<file path="src/rtl/mips_mc_control_unit.sv">
// ---------------------------------------------------------------------------
// mips_mc_control_unit
//
// Main control FSM for the multi-cycle MIPS core. The FSM reads Op and Funct
// from the instruction register. It steps the datapath control strobes
// through fetch, decode, execute, memory and write-back. This is a Moore
// machine: the outputs depend only on the current state. The one exception
// is ALUControl in RTYPE_EX, which is also decoded from Funct.
//
// Ports
//   clk        core clock, rising-edge
//   reset      synchronous, active-low
//   Op         IR[31:26]
//   Funct      IR[5:0]
//   IorD       memory address select (0 = PC, 1 = ALUOut)
//   MemWrite   memory write enable
//   IRWrite    instruction register load
//   PCWrite    unconditional PC load
//   BranchEq   PC load if ALU Zero
//   BranchNeq  PC load if ALU not Zero
//   PCSrc      PC source (0 = ALU result, 1 = ALUOut)
//   ALUSrcA    ALU A (0 = PC, 1 = reg A)
//   RegWrite   register file write enable
//   MemtoReg   write-back data (0 = ALUOut, 1 = MDR)
//   RegDst     destination (0 = rt, 1 = rd)
//   ALUSrcB    ALU B (00 = B, 01 = 4, 10 = imm, 11 = imm << 2)
//   ALUControl ALU operation
//   state_o    current state, for debug only
// ---------------------------------------------------------------------------
module mips_mc_control_unit #(
   parameter int STATE_W = 4
) (
   input  logic               clk,
   input  logic               reset,
   input  logic [5:0]         Op,
   input  logic [5:0]         Funct,
   output logic               IorD,
   output logic               MemWrite,
   output logic               IRWrite,
   output logic               PCWrite,
   output logic               BranchEq,
   output logic               BranchNeq,
   output logic               PCSrc,
   output logic               ALUSrcA,
   output logic               RegWrite,
   output logic               MemtoReg,
   output logic               RegDst,
   output logic [1:0]         ALUSrcB,
   output logic [3:0]         ALUControl,
   output logic [STATE_W-1:0] state_o
);

   typedef enum logic [STATE_W-1:0] {
      IDLE     = STATE_W'(0),
      FETCH    = STATE_W'(1),
      DECODE   = STATE_W'(2),
      MEMADR   = STATE_W'(3),
      MEMRD    = STATE_W'(4),
      MEMWB    = STATE_W'(5),
      MEMWR    = STATE_W'(6),
      RTYPE_EX = STATE_W'(7),
      RTYPE_WB = STATE_W'(8),
      ADDI_EX  = STATE_W'(9),
      ADDI_WB  = STATE_W'(10),
      BEQ      = STATE_W'(11),
      BNE      = STATE_W'(12)
   } state_t;

   localparam logic [5:0] OP_RTYPE = 6'b000000;
   localparam logic [5:0] OP_LW    = 6'b100011;
   localparam logic [5:0] OP_SW    = 6'b101011;
   localparam logic [5:0] OP_ADDI  = 6'b001000;
   localparam logic [5:0] OP_BEQ   = 6'b000100;
   localparam logic [5:0] OP_BNE   = 6'b000101;

   localparam logic [5:0] FN_ADD = 6'b100000;
   localparam logic [5:0] FN_SUB = 6'b100010;
   localparam logic [5:0] FN_AND = 6'b100100;
   localparam logic [5:0] FN_OR  = 6'b100101;
   localparam logic [5:0] FN_SLT = 6'b101010;
   localparam logic [5:0] FN_NOR = 6'b100111;

   localparam logic [3:0] ALU_AND = 4'b0000;
   localparam logic [3:0] ALU_OR  = 4'b0001;
   localparam logic [3:0] ALU_ADD = 4'b0010;
   localparam logic [3:0] ALU_SUB = 4'b0110;
   localparam logic [3:0] ALU_SLT = 4'b0111;
   localparam logic [3:0] ALU_NOR = 4'b1100;

   state_t state_reg;
   state_t state_next;

   logic       funct_legal;
   logic [3:0] funct_alu;

   // Funct decode. DECODE uses it to reject unknown R-type functions early.
   // RTYPE_EX uses it to select the ALU operation.
   always_comb begin
      funct_legal = 1'b1;
      funct_alu   = ALU_AND;
      case (Funct)
         FN_ADD:  funct_alu = ALU_ADD;
         FN_SUB:  funct_alu = ALU_SUB;
         FN_AND:  funct_alu = ALU_AND;
         FN_OR:   funct_alu = ALU_OR;
         FN_SLT:  funct_alu = ALU_SLT;
         FN_NOR:  funct_alu = ALU_NOR;
         default: funct_legal = 1'b0;
      endcase
   end

   // State register. Dropping reset mid-instruction sends the machine
   // straight to IDLE. Any pending store or write-back is never issued.
   always_ff @(posedge clk) begin
      if (!reset) begin
         state_reg <= IDLE;
      end else begin
         state_reg <= state_next;
      end
   end

   // Next-state logic
   always_comb begin
      state_next = FETCH;
      case (state_reg)
         IDLE:     state_next = FETCH;
         FETCH:    state_next = DECODE;
         DECODE: begin
            case (Op)
               OP_RTYPE:     state_next = funct_legal ? RTYPE_EX : FETCH;
               OP_LW, OP_SW: state_next = MEMADR;
               OP_ADDI:      state_next = ADDI_EX;
               OP_BEQ:       state_next = BEQ;
               OP_BNE:       state_next = BNE;
               default:      state_next = FETCH;   // unknown op runs as a nop
            endcase
         end
         MEMADR:   state_next = (Op == OP_LW) ? MEMRD : MEMWR;
         MEMRD:    state_next = MEMWB;
         MEMWB:    state_next = FETCH;
         MEMWR:    state_next = FETCH;
         RTYPE_EX: state_next = RTYPE_WB;
         RTYPE_WB: state_next = FETCH;
         ADDI_EX:  state_next = ADDI_WB;
         ADDI_WB:  state_next = FETCH;
         BEQ:      state_next = FETCH;
         BNE:      state_next = FETCH;
         default:  state_next = FETCH;           // recover from stray encodings
      endcase
   end

   // Output decode. Every strobe defaults to 0. Each state raises only the
   // strobes it needs.
   always_comb begin
      IorD       = 1'b0;
      MemWrite   = 1'b0;
      IRWrite    = 1'b0;
      PCWrite    = 1'b0;
      BranchEq   = 1'b0;
      BranchNeq  = 1'b0;
      PCSrc      = 1'b0;
      ALUSrcA    = 1'b0;
      RegWrite   = 1'b0;
      MemtoReg   = 1'b0;
      RegDst     = 1'b0;
      ALUSrcB    = 2'b00;
      ALUControl = ALU_AND;
      case (state_reg)
         FETCH: begin
            IRWrite    = 1'b1;
            PCWrite    = 1'b1;
            ALUSrcB    = 2'b01;
            ALUControl = ALU_ADD;       // PC + 4
         end
         DECODE: begin
            ALUSrcB    = 2'b11;
            ALUControl = ALU_ADD;       // branch target parked in ALUOut
         end
         MEMADR: begin
            ALUSrcA    = 1'b1;
            ALUSrcB    = 2'b10;
            ALUControl = ALU_ADD;
         end
         MEMRD: begin
            IorD = 1'b1;
         end
         MEMWB: begin
            MemtoReg = 1'b1;
            RegWrite = 1'b1;
         end
         MEMWR: begin
            IorD     = 1'b1;
            MemWrite = 1'b1;
         end
         RTYPE_EX: begin
            ALUSrcA    = 1'b1;
            ALUControl = funct_alu;
         end
         RTYPE_WB: begin
            RegDst   = 1'b1;
            RegWrite = 1'b1;
         end
         ADDI_EX: begin
            ALUSrcA    = 1'b1;
            ALUSrcB    = 2'b10;
            ALUControl = ALU_ADD;
         end
         ADDI_WB: begin
            RegWrite = 1'b1;
         end
         BEQ: begin
            ALUSrcA    = 1'b1;
            ALUControl = ALU_SUB;
            PCSrc      = 1'b1;
            BranchEq   = 1'b1;
         end
         BNE: begin
            ALUSrcA    = 1'b1;
            ALUControl = ALU_SUB;
            PCSrc      = 1'b1;
            BranchNeq  = 1'b1;
         end
         default: ;                     // IDLE and stray encodings: all 0
      endcase
   end

   assign state_o = state_reg;

endmodule

</file>
<file path="config.mk">
export PLATFORM = sky130hd
export DESIGN_NAME = mips_mc_control_unit
export DESIGN_NICKNAME = d
export VERILOG_FILES = /design/src/rtl/mips_mc_control_unit.sv
export SDC_FILE = /design/constraint.sdc
export NUM_CORES = 1
export LEC_CHECK = 0
export CAP_MARGIN = 20
export CORE_MARGIN = 4
export CORE_UTILIZATION = 41
export CTS_BUF_LIST = sky130_fd_sc_hd__clkbuf_2
export DETAILED_ROUTE_END_ITERATION = 6
export PLACE_DENSITY = 0.95
export SLEW_MARGIN = 20
export SYNTH_ARGS = -nofsm -noshare
export SYNTH_HDL_FRONTEND = slang
export SYNTH_SLANG_ARGS = --single-unit
export TNS_END_PERCENT = 50
</file>
<file path="constraint.sdc">
create_clock -name clk -period 2.3 [get_ports clk]
set_input_delay 0.46 -clock clk [delete_from_list [all_inputs] [get_ports clk]]
set_output_delay 0.46 -clock clk [all_outputs]
set_load 0.05 [all_outputs]
</file>
==> results of run 1 <==
-- layer usage --
metal | part of all wire | vias up | routed length [um] | global-route usage
li1 | - | 400 | - | -
met1 | 0.34 | 425 | 972 | 0.259
met2 | 0.51 | 81 | 1440 | 0.486
met3 | 0.096 | 23 | 273 | 0.0514
met4 | 0.055 | 0 | 156 | 0.159
met5 | 0 | - | 0 | 0
-- per-stage QoR --
step / utilization / total power, mW / setup slack, ps
after detailed placement: 0.868 / 0.221 / -105
after CTS: 0.898 / 0.289 / 1.33
after floorplan: - / 0.146 / -325
after global placement: 0.868 / 0.215 / 24.2
final: 0.914 / 0.301 / 1.18
after global routing: 0.914 / 0.315 / -53.7
-- cell type report --
cell class / count / share of cell area
well taps: 15 / 0.0154
flip-flops and latches: 4 / 0.0657
repair buffers: 45 / 0.467
clock buffers: 3 / 0.0123
inverters: 3 / 0.00924
multi-input cells: 72 / 0.430
-- placed cells by master (no fill, tap or decap), drive strengths merged, types with 2 or more instances in the layout --
cell type,instances
dlymetal6s2s,2
a21oi,6
dlygate4sd2,4
nand3b,4
dfxtp,4
nand3,3
nor2b,4
nor3,4
o221a,2
clkdlybuf4s50,10
nor2,12
buf,29
o21ai,4
clkbuf,3
nand2b,8
a31oi,3
nor4,3
inv,3
-- final timing paths --
| check | slack, ps | from | end |
|---|---|---|---|
| max | 1 | state_o[0] | ALUControl[1] |
| max reg2reg | 780 | state_o[2] | state_o[2] |
| min | 700 | state_o[3] | state_o[0] |
| min reg2reg | 700 | state_o[3] | state_o[0] |
-- cells by family (layout without fill, tap and decap cells) --
| logic type | after synthesis | after routing | synth area share |
|---|---|---|---|
| DFF | 4 | 4 | 0.136 |
| muxes | 1 | 1 | 0.0191 |
| and+or+nand+nor | 46 | 46 | 0.467 |
| AOI/OAI and AO/OA | 25 | 25 | 0.312 |
| buffers and inverters | 8 | 51 | 0.0658 |
-- worst max-delay path, cell delays in order, from the launching register on --
cell and delay (ps):
dfxtp_1 330, buf_4 200, nor2b_1 180, a21oi_2 160, nor2_2 70, or4_4 490, buf_12 160
-- what timing repair did --
action	CTS	global route
pin swaps	4	2
setup buffers	1	0
setup endpoints to repair	1	2
hold buffers	0	0
resized for setup	10	6
-- where the power goes --
part	total, mW	switching, mW	leakage (nW)	internal, mW
clock	0.0727	0.0375	0.0125	0.0352
combinational	0.156	0.0822	0.464	0.0737
sequential	0.0728	0.00152	0.0326	0.0713
==> metrics list, run 1 <==
* Most common cell in the netlist: nor2_1
- Grt total ovfl: 0
- The worst hold path was traced through 2 stages.
- Library cells used by synthesis: 38
* CTS H-tree depth: 1
* Final critical-path required period: 2300 ps
- The number of placed instances, taps included, is 138.
- Worst slew pin tran: 496 ps
- The run finished with clean final reports.
- Area of all sequential standard cells: 80.1 sq um
- Counting every instance in the synthesized netlist gives 84.
- Setup crit end kind: output port
* Sum of negative setup slack: 0 ps
- Signed area change from the synthesized netlist to the final layout: 107%
- Area of the core: 1330 sq um
- Entering global routing, the biggest net connects 17 pins.
- For this run, design rule violations remaining after detail routing come to 0.
* Cell taking the most area after synthesis: dfxtp_1
- For this run, the detailed router's first-pass iteration total came to 4.
- The initial utilization of the core area, before any placement, comes to 0.442.
- After detailed routing, the average wire length per cell comes to 20.0 um.
- Net total in the final layout: 143
* Filler-free cell count of the finished design: 142
- Clock-pin slew was measured on the worst setup and hold paths at 60 ps.
- In this run the count of I/O pins placed on the die edge is 35.
* Top cell type's share of synthesized area: 0.136
- The die is 45.9 um tall.
- Net count of the mapped netlist: 98
- The via count of the first global-routing pass came to 905.
- For the worst setup path, the data required time is 1840 ps.
- Number of setup violations in the final report: 0
- For this design, the sink count on the clock tree is 4.
* Final estimated routing congestion in global placement: 0.868
* Min Hold Slack: 699 ps
- Area of the multi-input gates: 524 sq um
- The floorplan has 13 rows.
* Sequential fraction of the synthesis area: 0.136
* Number of clock buffers inserted by TritonCTS: 3
- By area the synthesized netlist is led by dfxtp_1, nand2b_1, nor2_1.
* Mean instance size in the synthesized netlist: 7.02 sq um
- MaxCap Viol Count: 0
- Pwr/cell area: 247 nW/um^2
- Clock insertion delay at the later pin of the skew report: 240 ps
* Number of synthesized flops with an enable pin: 0
- Global-route wire length before repair: 3970 um
- Number of I/O port buffers: 34
- Maximum fanout encountered on the critical timing path: 16
- In this run the remaining antenna-violating nets after routing total 0.
- Max Root-Sink Buffers: 2
- Number of fill cells in the layout: 52
* Synthesized area: 589 sq um
* Via total after detailed routing: 929
- CTS tree: yes
- In this run the tightest slew margin relative to its limit is 0.668.
* Initial drt markers: 61
- Wire length reported by the detailed router: 2840 um
- Placed Area: 1160 sq um
- In the synthesized netlist the dominant register cell turns out to be dfxtp_1.
- The tree is rooted in a clkbuf_2.
- Fmax: 0.435 GHz
- The worst setup path is launched from a register.
* Number of antenna violations at the first check in global routing: 0
* Kind of path behind the tightest hold check: register to register
* WP data arrival: 1840 ps
* Warnings, synthesis: 0
- By startpoint and endpoint, the worst setup path is classified as register to output port.
* Ranking of synthesized cells by instance count: nor2_1, nand2b_1, a21oi_1
- The repair_antennas step left the layout with diodes totalling 0.
* Number of flip-flops under the largest register name: 4
- Total of flip-flops plus latches after synthesis: 4
- Part of the cycle the worst path needs: 0.999
- Final max-slew violation count: 0
- GR Util All Layers: 0.262
- Fraction of final layout cells with drive strength greater than 1: 0.378
- Estimated wirelength of the detail-placed design: 1880 um
- Worst Clk Skew: 18.4 ps
* Maximum ir drop on the vdd rail: 0.231 mV
* Die width: 45.9 um
- The finished cells cover 1220 sq um.
* Static leakage: 0.509 nW
- Hold violation total from the final report: 0
- Routed vias/inst: 6.54
* Fraction of registers with async set or reset after synthesis: 0
* Total die area: 2110 sq um
- Number of cells on the worst reg-to-reg path: 5
(Power assumes the default switching activity.)
==> run 2: changes to the inputs <==
Settings changed: CTS_CLUSTER_DIAMETER from default to 100.
==> results of run 2 <==
Same layout as run 1: the final DEF is identical, and so are final timing and power.
==> run 3: changes to the inputs <==
Settings changed: PLACE_DENSITY 0.95 to default, PLACE_DENSITY_LB_ADDON from default to 0.3.
==> metrics list, run 3 (same netlist as run 1, synthesis figures left out) <==
- MaxCap Viol Count: 0
* Wire length reported by the detailed router: 2170 um
- Grt total ovfl: 0
- The flow ran to the end, and the final reports show no timing, DRC or antenna violations.
- The largest single stage delay on the critical path is 490 ps.
- Crit path setup slack, layout: 51.6 ps
* Filler-free cell count of the finished design: 141
* Static leakage: 0.507 nW
- Across the routed clock network, the largest skew measured is 10.4 ps.
- Of the total power, the clock network draws 0.247.
* Area of the multi-input gates: 509 sq um
- After routing the design area is 1190 sq um.
* Estimated wirelength of the detail-placed design: 1690 um
* Final max-slew violation count: 0
- The first global-routing pass estimated 3690 um of wire.
- TritonCTS built the clock tree.
- Overall die height: 45.9 um
* Number of flip-flops under the largest register name: 4
- Data on the critical path is required at its endpoint by 1840 ps.
- Pin placement for this block handled 35 I/O pins.
- Number of antenna violations at the first check in global routing: 0
- At the pin with the least slew margin, the transition time is 516 ps.
- Across all layers, the routed design uses 803 vias.
- Number of cell rows: 13
- Count of inserted antenna diode cells: 0
- The first routing iteration left 29 violations.
* CTS clock-pin slew for the worst setup and hold paths: 60 ps
* Kind of path behind the tightest hold check: register to register
* GR Util All Layers: 0.241
- In this run the number of H-tree levels came out at 1.
* Fmax: 0.445 GHz
- Sw Pwr: 118 uW
* DP Worst Slack: -40.6 ps
- Final critical-path required period: 2250 ps
* Final estimated routing congestion in global placement: 0.835
- Cell-by-cell trace of the critical path: buf_4, nor2b_1, a21oi_1, nor2_2, or4_4, buf_12
* Area of all sequential standard cells: 82.6 sq um
* Part of the cycle the worst path needs: 0.978
- In the final design database the tool counted 142 nets.
- For this configuration, the core starts out at a cell density of 0.442.
- Most frequent cells in the layout: buf_12, buf_4, nor2_1, clkdlybuf4s50_1, nand2b_1
- For this run, design rule violations remaining after detail routing come to 0.
- Internal power: 182 uW
- Total die area: 2110 sq um
* Maximum ir drop on the vdd rail: 0.164 mV
- Detail-routed net length per standard cell: 15.4 um
- Maximum fanout encountered on the critical timing path: 10
- Entering global routing, the biggest net connects 11 pins.
- Fill cells in the final layout number 61.
- Before antenna repair, the detailed router went through 5 iterations.
- The slowest stage of the critical path is the or4_4 cell.
- Of the total power, combinational logic draws 0.510.
- Setup total negative slack on the finished layout was measured at 0 ps.
- Routed vias/inst: 5.70
- The clock reaches the later pin of the worst-skew pair after 240 ps.
* Number of clock sinks: 4
- Placed Cells incl. Taps: 138
- WP data arrival: 1790 ps
- Setup crit end kind: output port
- The detail route stage leaves a number of antenna-violating nets equal to 0.
* Headroom to the max-slew limit: 0.655
- Design Power: 300 uW
- Via count of the first global-routing pass: 843
* Number of I/O port buffers: 34
- Number of clock buffers inserted by TritonCTS: 3
- Pwr/cell area: 253 nW/um^2
- Die width: 45.9 um
* Clock root buffer: clkbuf_2
* Max Root-Sink Buffers: 2
- Number of setup violations in the final report: 0
* Min Hold Slack: 647 ps
- Of the total power, the share spent switching nets is 0.395.
- In this run the cell area measured after placement is 1140 sq um.
* Sequential power share: 0.244
- Area of the core: 1330 sq um
- Startpoint class of the critical path: register
* Fraction of final layout cells with drive strength greater than 1: 0.365
* Hold violation total from the final report: 0
- The critical path is of the register to output port type.
- Final core utilization: 0.889
- Signed area change from the synthesized netlist to the final layout: 101%
==> run 3: cell types whose count changed in the layout (fill, tap and decap cells not counted), sizes merged <==
cell,before,now
buf,29,28
dlygate4sd2,4,3
dlymetal6s2s,2,3
==> run 3: repair_timing <==
action                                  in CTS  in global routing
hold buffers                                 0                  0
pin swaps                                    3                  1
endpoints found under the setup margin       1                  3
gates resized for setup                      9                  4
buffers inserted                             0                  0
==> run 3: final cells by class <==
cell class                 instances  share of cell area
multi-input combinational         72               0.429
tap                               15              0.0158
sequential                         4              0.0696
inverter                           3             0.00949
timing repair buffer              44               0.463
clock buffer                       3              0.0127
==> run 3: path summary, 6_finish.rpt <==
path	startpoint	endpoint	slack [ps]	cells after the start
worst max-delay path	state_o[1]	ALUControl[1]	50	6
worst min-delay path	state_o[1]	state_o[0]	650	2
worst max register to register	state_o[2]	state_o[2]	870	5
worst min register to register	state_o[1]	state_o[0]	650	2
==> run 3: power by group through the flow <==
stage / Clock [mW] / Combinational (mW) / Sequential [mW]
3_5_place_dp: 0 / 0.151 / 0.0743
4_1_cts: 0.0627 / 0.153 / 0.0733
6_report: 0.0739 / 0.153 / 0.0731
2_1_floorplan: 0 / 0.0653 / 0.0809
5_1_grt: 0.0754 / 0.161 / 0.0732
3_3_place_gp: 0 / 0.146 / 0.0742
==> run 3: per-layer routing <==
metal	routed length (um)	part of all wire	track usage
met1	850	0.39	0.263
met5	0	0	0
met2	1180	0.54	0.426
met3	115	0.053	0.0395
met4	27	0.012	0.142
==> run 3: worst max-delay path: cells and delay by family, from the launching register on <==
| kind | cells | cell delay, ps |
|---|---|---|
| buf+inv | 2 | 330 |
| simple gates | 3 | 620 |
| flops | 1 | 420 |
| compound gates | 1 | 170 |
